--- src/rtl/alu_multibyte_ctrl.sv ---
// Byte-serial sequencer driving an external 8-bit ALU over NBYTES-wide operands, LSB first.
// Define ALU_CTRL_SUB_EN to make op 2'b11 a subtract; otherwise 2'b11 is rejected via err.
`ifndef ADD_FN
`define ADD_FN 2'b00
`endif
`ifndef AND_FN
`define AND_FN 2'b01
`endif
`ifndef OR_FN
`define OR_FN  2'b10
`endif

module alu_multibyte_ctrl #(
   parameter int NBYTES = 4
) (
   input  logic                  clk,
   input  logic                  rst,
   input  logic                  start,
   input  logic [1:0]            op,
   input  logic [8*NBYTES-1:0]   a,
   input  logic [8*NBYTES-1:0]   b,
   input  logic                  c_in,
   output logic                  busy,
   output logic                  done,
   output logic [8*NBYTES-1:0]   result,
   output logic [2:0]            czn,
   output logic                  err,
   output logic [7:0]            alu_in1,
   output logic [7:0]            alu_in2,
   output logic                  alu_c_in,
   output logic [1:0]            alu_opcode,
   input  logic [7:0]            alu_out,
   input  logic [2:0]            CZN_from_ALU
);
   localparam int W  = 8 * NBYTES;
   localparam int IW = $clog2(NBYTES);

   typedef enum logic [1:0] {IDLE, RUN, DONE} state_t;
   state_t state, state_nx;

   logic [W-1:0]  a_r, b_r;
   logic [1:0]    op_r;
   logic          sub_r, carry, zacc, arith;
   logic [IW-1:0] idx;
   logic          last, op_legal, op_sub;

   // The ALU's own N and Z are not trusted across bytes; N/Z come from the word.
   logic unused_alu_flags;
   assign unused_alu_flags = ^CZN_from_ALU[2:1];

   assign last  = (idx == IW'(NBYTES - 1));
   assign arith = sub_r | (op_r == `ADD_FN);

   always_comb begin
      op_sub   = 1'b0;
      op_legal = 1'b1;
`ifdef ALU_CTRL_SUB_EN
      op_sub   = (op == 2'b11);
`else
      op_legal = (op != 2'b11);
`endif
   end

   always_ff @(posedge clk or posedge rst) begin
      if (rst) state <= IDLE;
      else     state <= state_nx;
   end

   always_comb begin
      state_nx = state;
      case (state)
         IDLE:    if (start) state_nx = op_legal ? RUN : DONE;
         RUN:     if (last)  state_nx = DONE;
         DONE:    state_nx = IDLE;
         default: state_nx = IDLE;
      endcase
   end

   always_comb begin
      busy       = (state != IDLE);
      done       = (state == DONE);
      alu_in1    = 8'h00;
      alu_in2    = 8'h00;
      alu_c_in   = 1'b0;
      alu_opcode = 2'b00;
      if (state == RUN) begin
         for (int k = 0; k < NBYTES; k++) begin
            if (idx == IW'(k)) begin
               alu_in1 = a_r[8*k +: 8];
               alu_in2 = b_r[8*k +: 8];
            end
         end
         alu_c_in   = arith & carry;
         alu_opcode = sub_r ? `ADD_FN : op_r;
      end
   end

   always_ff @(posedge clk or posedge rst) begin
      if (rst) begin
         a_r    <= '0;
         b_r    <= '0;
         op_r   <= 2'b00;
         sub_r  <= 1'b0;
         carry  <= 1'b0;
         zacc   <= 1'b0;
         idx    <= '0;
         result <= '0;
         czn    <= 3'b000;
         err    <= 1'b0;
      end else begin
         case (state)
            IDLE: if (start) begin
               if (op_legal) begin
                  // SUB is a + ~b + 1, so b is stored pre-inverted and carry seeded with 1
                  a_r    <= a;
                  b_r    <= op_sub ? ~b : b;
                  op_r   <= op;
                  sub_r  <= op_sub;
                  carry  <= op_sub | ((op == `ADD_FN) & c_in);
                  idx    <= '0;
                  zacc   <= 1'b1;
                  result <= '0;
               end else begin
                  err    <= 1'b1;
               end
            end
            RUN: begin
               for (int k = 0; k < NBYTES; k++)
                  if (idx == IW'(k)) result[8*k +: 8] <= alu_out;
               carry <= CZN_from_ALU[0];
               zacc  <= zacc & (alu_out == 8'h00);
               idx   <= idx + 1'b1;
               if (last) begin
                  czn <= {alu_out[7], zacc & (alu_out == 8'h00), arith & CZN_from_ALU[0]};
                  err <= 1'b0;
               end
            end
            default: ;
         endcase
      end
   end
endmodule

--- config.mk ---
export PLATFORM = sky130hd
export DESIGN_NAME = alu_multibyte_ctrl
export DESIGN_NICKNAME = d
export VERILOG_FILES = /design/src/rtl/alu_multibyte_ctrl.sv
export SDC_FILE = /design/constraint.sdc
export NUM_CORES = 1
export LEC_CHECK = 0
export ABC_AREA = 1
export CAP_MARGIN = 10
export CORE_MARGIN = 2
export CORE_UTILIZATION = 45
export DETAILED_ROUTE_END_ITERATION = 10
export PLACE_DENSITY_LB_ADDON = 0.08
export SYNTH_ARGS = -nofsm -noshare
export SYNTH_HDL_FRONTEND = slang
export SYNTH_SLANG_ARGS = --single-unit
--- constraint.sdc ---
create_clock -name clk -period 4.35 [get_ports clk]
set_input_delay 0.435 -clock clk [delete_from_list [all_inputs] [get_ports clk]]
set_output_delay 0.435 -clock clk [all_outputs]
set_load 0.005 [all_outputs]
# After elaboration in Yosys (flattened, before gate mapping)
# Index checks and enable logic that the tools add are counted.
[totals]
output_inout_bits = 57
regBits = 108
[classes]
reduce_logical = 16
n_mux = 36
addsub = 1
n_eq_ne = 13
n_bitwise = 4
[ops]
columns = ["op", "count"]
rows = [
  ["2-to-1 mux 8 bit", 14],
  ["2-to-1 mux 32 bit", 2],
  ["one-hot mux 32 bit (2 select lines)", 1],
  ["AND reduction 4 bit", 5],
  ["2-to-1 mux 2 bit", 6],
  ["!= test 2 bit, second input constant", 5],
  ["logical NOT 2 bit", 4],
  ["logical NOT 8 bit", 1],
  ["2-to-1 mux 1 bit", 8],
  ["one-hot mux 2 bit (2 select lines)", 2],
  ["equality test 2 bit, second input constant", 3],
  ["!= test 2 x 1 -> 1 bit, second input constant", 3],
  ["one-hot mux 1 bit (2 select lines)", 3],
  ["AND reduction 3 bit", 2],
  ["AND 1 bit", 4],
  ["equality test 2 x 1 -> 1 bit, second input constant", 2],
  ["AND reduction 2 bit", 2],
  ["nonzero test 2 bit", 2],
  ["adder 2 x 1 -> 2 bit, second input constant", 1],
]

# Longest topological paths before layout
# Gate-level depths: netlist (run 1).
[logic_depth]
word_depth = 6
depth_mapped = 9
ltp_nobuf = 7

# Worst setup path after synthesis (run 1)
# No wires, ideal clock.
[synth_timing]
path_kind = "reg-to-output"
from = "reg idx[0]"
to = "out alu_in2[0]"
required_time_ns = 3.915
path_stages_with_launch = 8
arrival_ns = 1.313
path_slack_ns = 2.602
path_buffers = 1
path_cell_list = "dfrtp_1 -> inv_1 -> ha_1 -> clkbuf_1 -> nand2_1 -> o21ai_0 -> nand2_1 -> nand2_1"
[synth_via]
elab_chain_cells = 6
[synth_rtl]
columns = ["element", "line_no", "source"]
rows = [
  ["start, declared", "44", "logic [IW-1:0] idx;"],
  ["start signal, assigned", "132", "idx <= idx + 1'b1;"],
  ["logical NOT 2 bit", "88", "if (idx == IW'(k)) begin"],
  ["2-to-1 mux 8 bit (3 in a row)", "88", ""],
  ["2-to-1 mux 8 bit *", "88", ""],
  ["2-to-1 mux 8 bit *", "86", "if (state == RUN) begin"],
  ["end, declared", "29", "output logic [7:0] alu_in2,"],
]
# Mark *: on every way between the ends. The rest lies on a longest branch, timed or not.

# Worst setup path in the final report (run 1)
[layout_timing]
from = "reg state[0]"
to = "out alu_in2[0]"
[layout_via]
elab_chain_cells = 2
[layout_rtl]
columns = ["element", "line_no", "source"]
rows = [
  ["start, declared", "39", "state_t state, state_nx;"],
  ["start signal, assigned", "66", "else state <= state_nx;"],
  ["equality test 2 x 1 -> 1 bit", "86", ""],
  ["2-to-1 mux 8 bit", "86", ""],
]
# Every way passes these cells.

==> qor.csv, run 1 <==
metric;value;unit
setup_violations;0;
irDropWorstVdd;265.5;uV
numCtsBuffers;9;
yosysMostFrequentCell;nand2_1;
hp-class;in -> async;
dp_hpwl;8861;microns
drive_gt1_share;5.859;%
hold_buffers;0;
clk_pin_slew;0.10;ns
p_comb_share;44.0;%
placed_cell_area;0.006454;sq mm
rows;38;
yosys_warnings;0;
start_kind;register;
syn_to_final_growth;32.67;%
seq_area_frac_synth;53.37;%
initial_core_util;46.51;%
cp_max_fo;20;
slew_headroom;39.22;%
fin_area;0.006718;sq mm
coreArea;0.01089;sq mm
routed_wl;12030;microns
ff2ff_path_depth;7;
die-area;0.01212;sq mm
antenna_found_initial;0;
vias_per_cell;4.834;
max_slew.worst_pin.slew;0.9116;ns
fin_crit_sh;73.94;%
synthCells;625;
hold_viol;0;
synth-edff-count;0;
synth-seq-cells;108;
syn_area;0.005064;sq mm
synthFlopType;dfrtp_1;
grt_pass1_vias;4372;
period_minus_slack;3.216;ns
async_flop_share;100.0;%
drtIter0Drc;240;
synth_top_area_share;53.37;%
dr.pass1.iters;4;
path_common_cell;nand2_1;
wire_per_inst;13.50;microns
post-route-util;61.70;%
yosysUniqueCellTypes;24;
synthMuxAreaShare;0;%
cts.sinks;108;
grt_setup_unrepaired;false;
power.density;663.2;mW/mm^2
postSynthNetCount;710;
fin_nets;831;
yosys.area.top_type;dfrtp_1;
p_clk_share;17.6;%
clock-root-buffer;clkbuf_8;
cap_violations;0;
die_h;110.1;microns
io_buffer_count;135;
synth_compound_area_share;12.18;%
critPathMaxStageDelay;0.63;ns
finClkSkew;0.007258;ns
total_leakage_power;0.003416;uW
grt_pass1_wl;20130;microns
crit_chain;inv_2 -> nor2_4 -> nand2_1 -> a21oi_1 -> nand2_1 -> nand2_1 -> clkdlybuf4s50_1;
yosys-top-cells-area;dfrtp_1 53%, nand2_1 13%, inv_1 6.2%, o21ai_1 5.2%, nand3_1 4.3%;
finalSetupTns;0;ns
seq_power_share;38.4;%
synthXorXnorAreaFrac;0;%
hold_slack;0.3764;ns
switching_share;37.66;%
via_count;4307;
reg2reg_slack;1.85;ns
grt_max_degree;55;
worst-setup-path-type;reg -> out;
drv_slew;0;
diodes;0;
intPower;2777;uW
grt_usage;21.42;%
synth-simple-area-share;23.47;%
cts_resized;0;
timing.rr.end;result[19];
cts_setup_buffers;0;
ys_top_cells_by_count;182 x nand2_1, 108 x dfrtp_1, 83 x inv_1;
cp-end-kind;output pin;
power;4455;uW
final.fill_count;1055;
synth_top_family_by_area;simple AND/OR/NAND/NOR gates;
ant_nets;0;
htreeDepth;3;
worstSkewPairLatency;0.37;ns
cts_tree;yes;
top_level_ports;138;
timing.rr.start;idx[0];
die_x;110.1;microns
cp.required;3.91;ns
synth_fa_ha_area_share;0.9884;%
gp_congestion;0.8288;
timing.fmax;310.9;MHz
grt_overflow;0;
p_sw;1678;uW
cts_buffer_depth;2;
drc;0;
crit_arrival;2.78;ns
crit_path_top_delay_cell;dfrtp_1;
syn_area_per_cell;8.102;sq um
status;completed;
[critical path, delay by kind of cell, from the launching register on]
kind / cells / cell delay [ns]
DFF: 1 / 0.63
buffers and inverters: 2 / 0.62
and+or+nand+nor: 4 / 0.79
AOI/OAI and AO/OA: 1 / 0.37
[area by class of cell]
type,count,area [sq um],share of cell area (%)
Clock inverter,6,136.4,2.030
Inverter,89,339.1,5.047
Sequential cell,108,2703,40.23
Multi-Input combinational cell,399,1856,27.62
Tap cell,140,175.2,2.608
Clock buffer,10,127.6,1.900
Timing Repair Buffer,139,1381,20.56
[per-layer routing]
layer / GRT usage (%) / share of wire (%) / up-vias
met5: 0 / 0 / -
met4: 6.872 / 1.1 / 0
li1: - / - / 2194
met1: 28.17 / 45 / 2003
met3: 2.939 / 4.2 / 11
met2: 36.59 / 50 / 99
[kinds of logic after synthesis]
logic type,after synthesis
compound gates,116
fa+ha+maj,4
buf+inv,118
flops,108
simple gates,279
[power by group through the flow]
stage / combinational, uW / sequential [uW] / clock (uW)
after CTS: 1980 / 1710 / 802
after floorplan: 1220 / 1660 / 0
after global routing: 2220 / 1770 / 845
final: 1960 / 1710 / 783
after detailed placement: 1970 / 1730 / 0
after global placement: 1930 / 1710 / 0
[how the worst max path moves through the flow]
stage          startpoint          to  slack (ns)
2_1_floorplan         rst      a_r[0]        1.07
3_3_place_gp       idx[1]  alu_in1[0]        1.52
3_5_place_dp       idx[1]  alu_in2[4]        1.53
4_1_cts            idx[1]  alu_in2[1]        1.10
5_1_grt            idx[0]  alu_in1[0]        0.91
6_report         state[0]  alu_in2[0]        1.13
[through the flow]
stage	setup slack, ns	instances
after floorplan	1.069	625
after global placement	1.523	875
after detailed placement	1.529	875
after CTS	1.099	891
after global routing	0.9077	891
final	1.134	891
[cells in the final DEF, fill, tap and decap left out]
cell type / n
a21oi_2: 2
inv_2: 5
dfrtp_1: 108
buf_4: 4
clkinv_4: 1
nor2_8: 1
o21ai_1: 53
nand3_1: 43
nand3_4: 1
nand2_2: 6
o211ai_1: 7
ha_1: 4
o21ai_0: 12
bufinv_16: 4
nand2_4: 1
clkbuf_8: 9
inv_1: 82
nor2_4: 4
nand2_1: 182
nor2_1: 39
clkdlybuf4s50_1: 135
nor2_2: 2
a21oi_1: 41
inv_4: 2
clkinvlp_4: 1
o21ai_4: 1
clkbuf_1: 1
[registers in the layout, summed over array words and instances (netlist names)]
name and cells:
b_r 32, err 1, idx 2, carry 1
state 2, zacc 1, czn 3, result 32
op_r 2, a_r 32
Note: power is estimated with default switching activity, not from simulation.
==> inputs of run 2 (changes only) <==
Clock period 4.35 ns to 3.2 ns, I/O delays scaled along.
==> run 2 against run 1 <==
Against the previous run:
- register-to-register slack worse by 0.68 ns
- setup slack got worse by 0.77 ns
- via count increased by 0.51%
- count of clock-buffer cells in the layout is 1 lower
- sequential share of layout area increased by 0.17 points
- critical path type unchanged
- power rose by 32%
- critical path depth is the same
==> qor.csv, run 2 (synthesis gave the netlist of run 1 again) <==
metric;value;unit
status;completed;
dr.pass1.iters;5;
ff2ff_path_depth;7;
fin_crit_sh;88.76;%
grt_setup_unrepaired;false;
dp_cells;877;
max_slew.worst_pin.slew;0.6711;ns
p_sw;2320;uW
rows;38;
crit_arrival;2.52;ns
timing.rr.end;result[20];
finalNonFillerCells;893;
cp-end-kind;output pin;
grt_pass1_wl;19570;microns
hold_buffers;0;
multi_input_area;0.001858;sq mm
io_buffer_count;135;
start_kind;register;
p_comb_share;45.6;%
period_minus_slack;2.840;ns
cts_tree;yes;
fin_nets;833;
hold_viol;0;
top_regs;a_r x32, b_r x32, result x32;
irDropWorstVdd;387.9;uV
reg2reg_slack;1.17;ns
dp_slack;0.4733;ns
grt_overflow;0;
finClkSkew;0.01542;ns
via_count;4329;
cp_max_fo;20;
cts_setup_buffers;0;
setup_ws;0.3598;ns
timing.fmax;352.1;MHz
top_level_ports;138;
cap_violations;0;
total_leakage_power;0.003411;uW
vias_per_cell;4.848;
drc;0;
cts_buffer_depth;2;
cp.required;2.88;ns
grt_pass1_vias;4114;
die_x;110.1;microns
ff_latch_area;0.002703;sq mm
seq_power_share;39.6;%
final_common_cell;nand2_1;
die_h;110.1;microns
diodes;0;
worst-setup-path-type;reg -> out;
coreArea;0.01089;sq mm
htreeDepth;3;
gp_congestion;0.8478;
final.fill_count;1082;
routed_wl;11990;microns
clock-root-buffer;clkbuf_8;
drive_gt1_share;6.375;%
wire_per_inst;13.43;microns
layout_common_cells;181 x nand2_1, 135 x clkdlybuf4s50_1, 108 x dfrtp_1, 82 x inv_1, 53 x o21ai_1;
worstSkewPairLatency;0.38;ns
cts.sinks;108;
finalSetupTns;0;ns
timing.rr.start;idx[0];
grt_usage;20.85;%
setup_violations;0;
syn_to_final_growth;32.10;%
dp_hpwl;8841;microns
intPower;3564;uW
power.density;879.7;mW/mm^2
drv_slew;0;
drtIter0Drc;277;
antenna_found_initial;0;
ant_nets;0;
clk_pin_slew;0.11;ns
switching_share;39.43;%
initial_core_util;46.51;%
die-area;0.01212;sq mm
numCtsBuffers;9;
grt_max_degree;58;
hp-class;in -> async;
p_clk_share;14.8;%
slew_headroom;55.26;%
-- run 2: power by group through the flow --
| stage | Clock, uW | Combinational [uW] | Sequential [uW] |
|---|---|---|---|
| 2_1_floorplan | 0 | 1660 | 2260 |
| 3_3_place_gp | 0 | 2650 | 2330 |
| 3_5_place_dp | 0 | 2710 | 2360 |
| 4_1_cts | 889 | 2720 | 2330 |
| 5_1_grt | 951 | 3050 | 2410 |
| 6_report | 872 | 2680 | 2330 |
-- run 2: worst max path at each step --
stage,startpoint,depth (start not counted),slack (ns),to
5_1_grt,state[0],7,0.14,alu_in1[7]
4_1_cts,state[0],7,0.06,alu_in1[5]
3_5_place_dp,state[0],7,0.47,alu_in1[5]
3_3_place_gp,state[0],7,0.53,alu_in1[5]
2_1_floorplan,rst,1,0.03,a_r[0]
6_report,state[0],7,0.36,alu_in1[6]
-- run 2: what timing repair did --
item | in CTS | in global routing
resized for setup | 0 | 1
setup endpoints to repair | 0 | 15
endpoints found under the hold margin | 0 | 0
-- run 2: per-layer routing --
metal	track usage (%)	vias to the layer above	wire length [microns]
li1	-	2189	-
met1	28.09	2006	5282
met2	34.97	123	5889
met3	3.939	11	694
met4	4.882	0	125
met5	0	-	0
-- run 2: worst max-delay path, cell delays in order, from the launching register on --
cell	delay, ns
dfrtp_1	0.64
inv_2	0.13
nor2_4	0.16
nand2_2	0.30
inv_2	0.23
o211ai_1	0.12
nand2_1	0.08
clkdlybuf4s50_1	0.50
-- run 2: layout make-up --
type                            count  area share (%)
Clock buffer                        9           1.852
Clock inverter                      7           1.216
Inverter                           89           5.069
Tap cell                          140           2.619
Multi-Input combinational cell    399           27.78
Timing Repair Buffer              141           21.06
Sequential cell                   108           40.40
-- run 2: per-stage QoR --
| step | hold slack, ns | cell area [sq um] | total power (uW) | utilization [%] |
|---|---|---|---|---|
| floorplan | 0.4496 | 5064 | 3921 | - |
| global placement | 0.4537 | 6481 | 4975 | 59.53 |
| detailed placement | 0.4577 | 6481 | 5066 | 59.53 |
| CTS | 0.4152 | 6686 | 5939 | 61.41 |
| global route | 0.4365 | 6689 | 6410 | 61.43 |
| finish | 0.3841 | 6689 | 5884 | 61.43 |
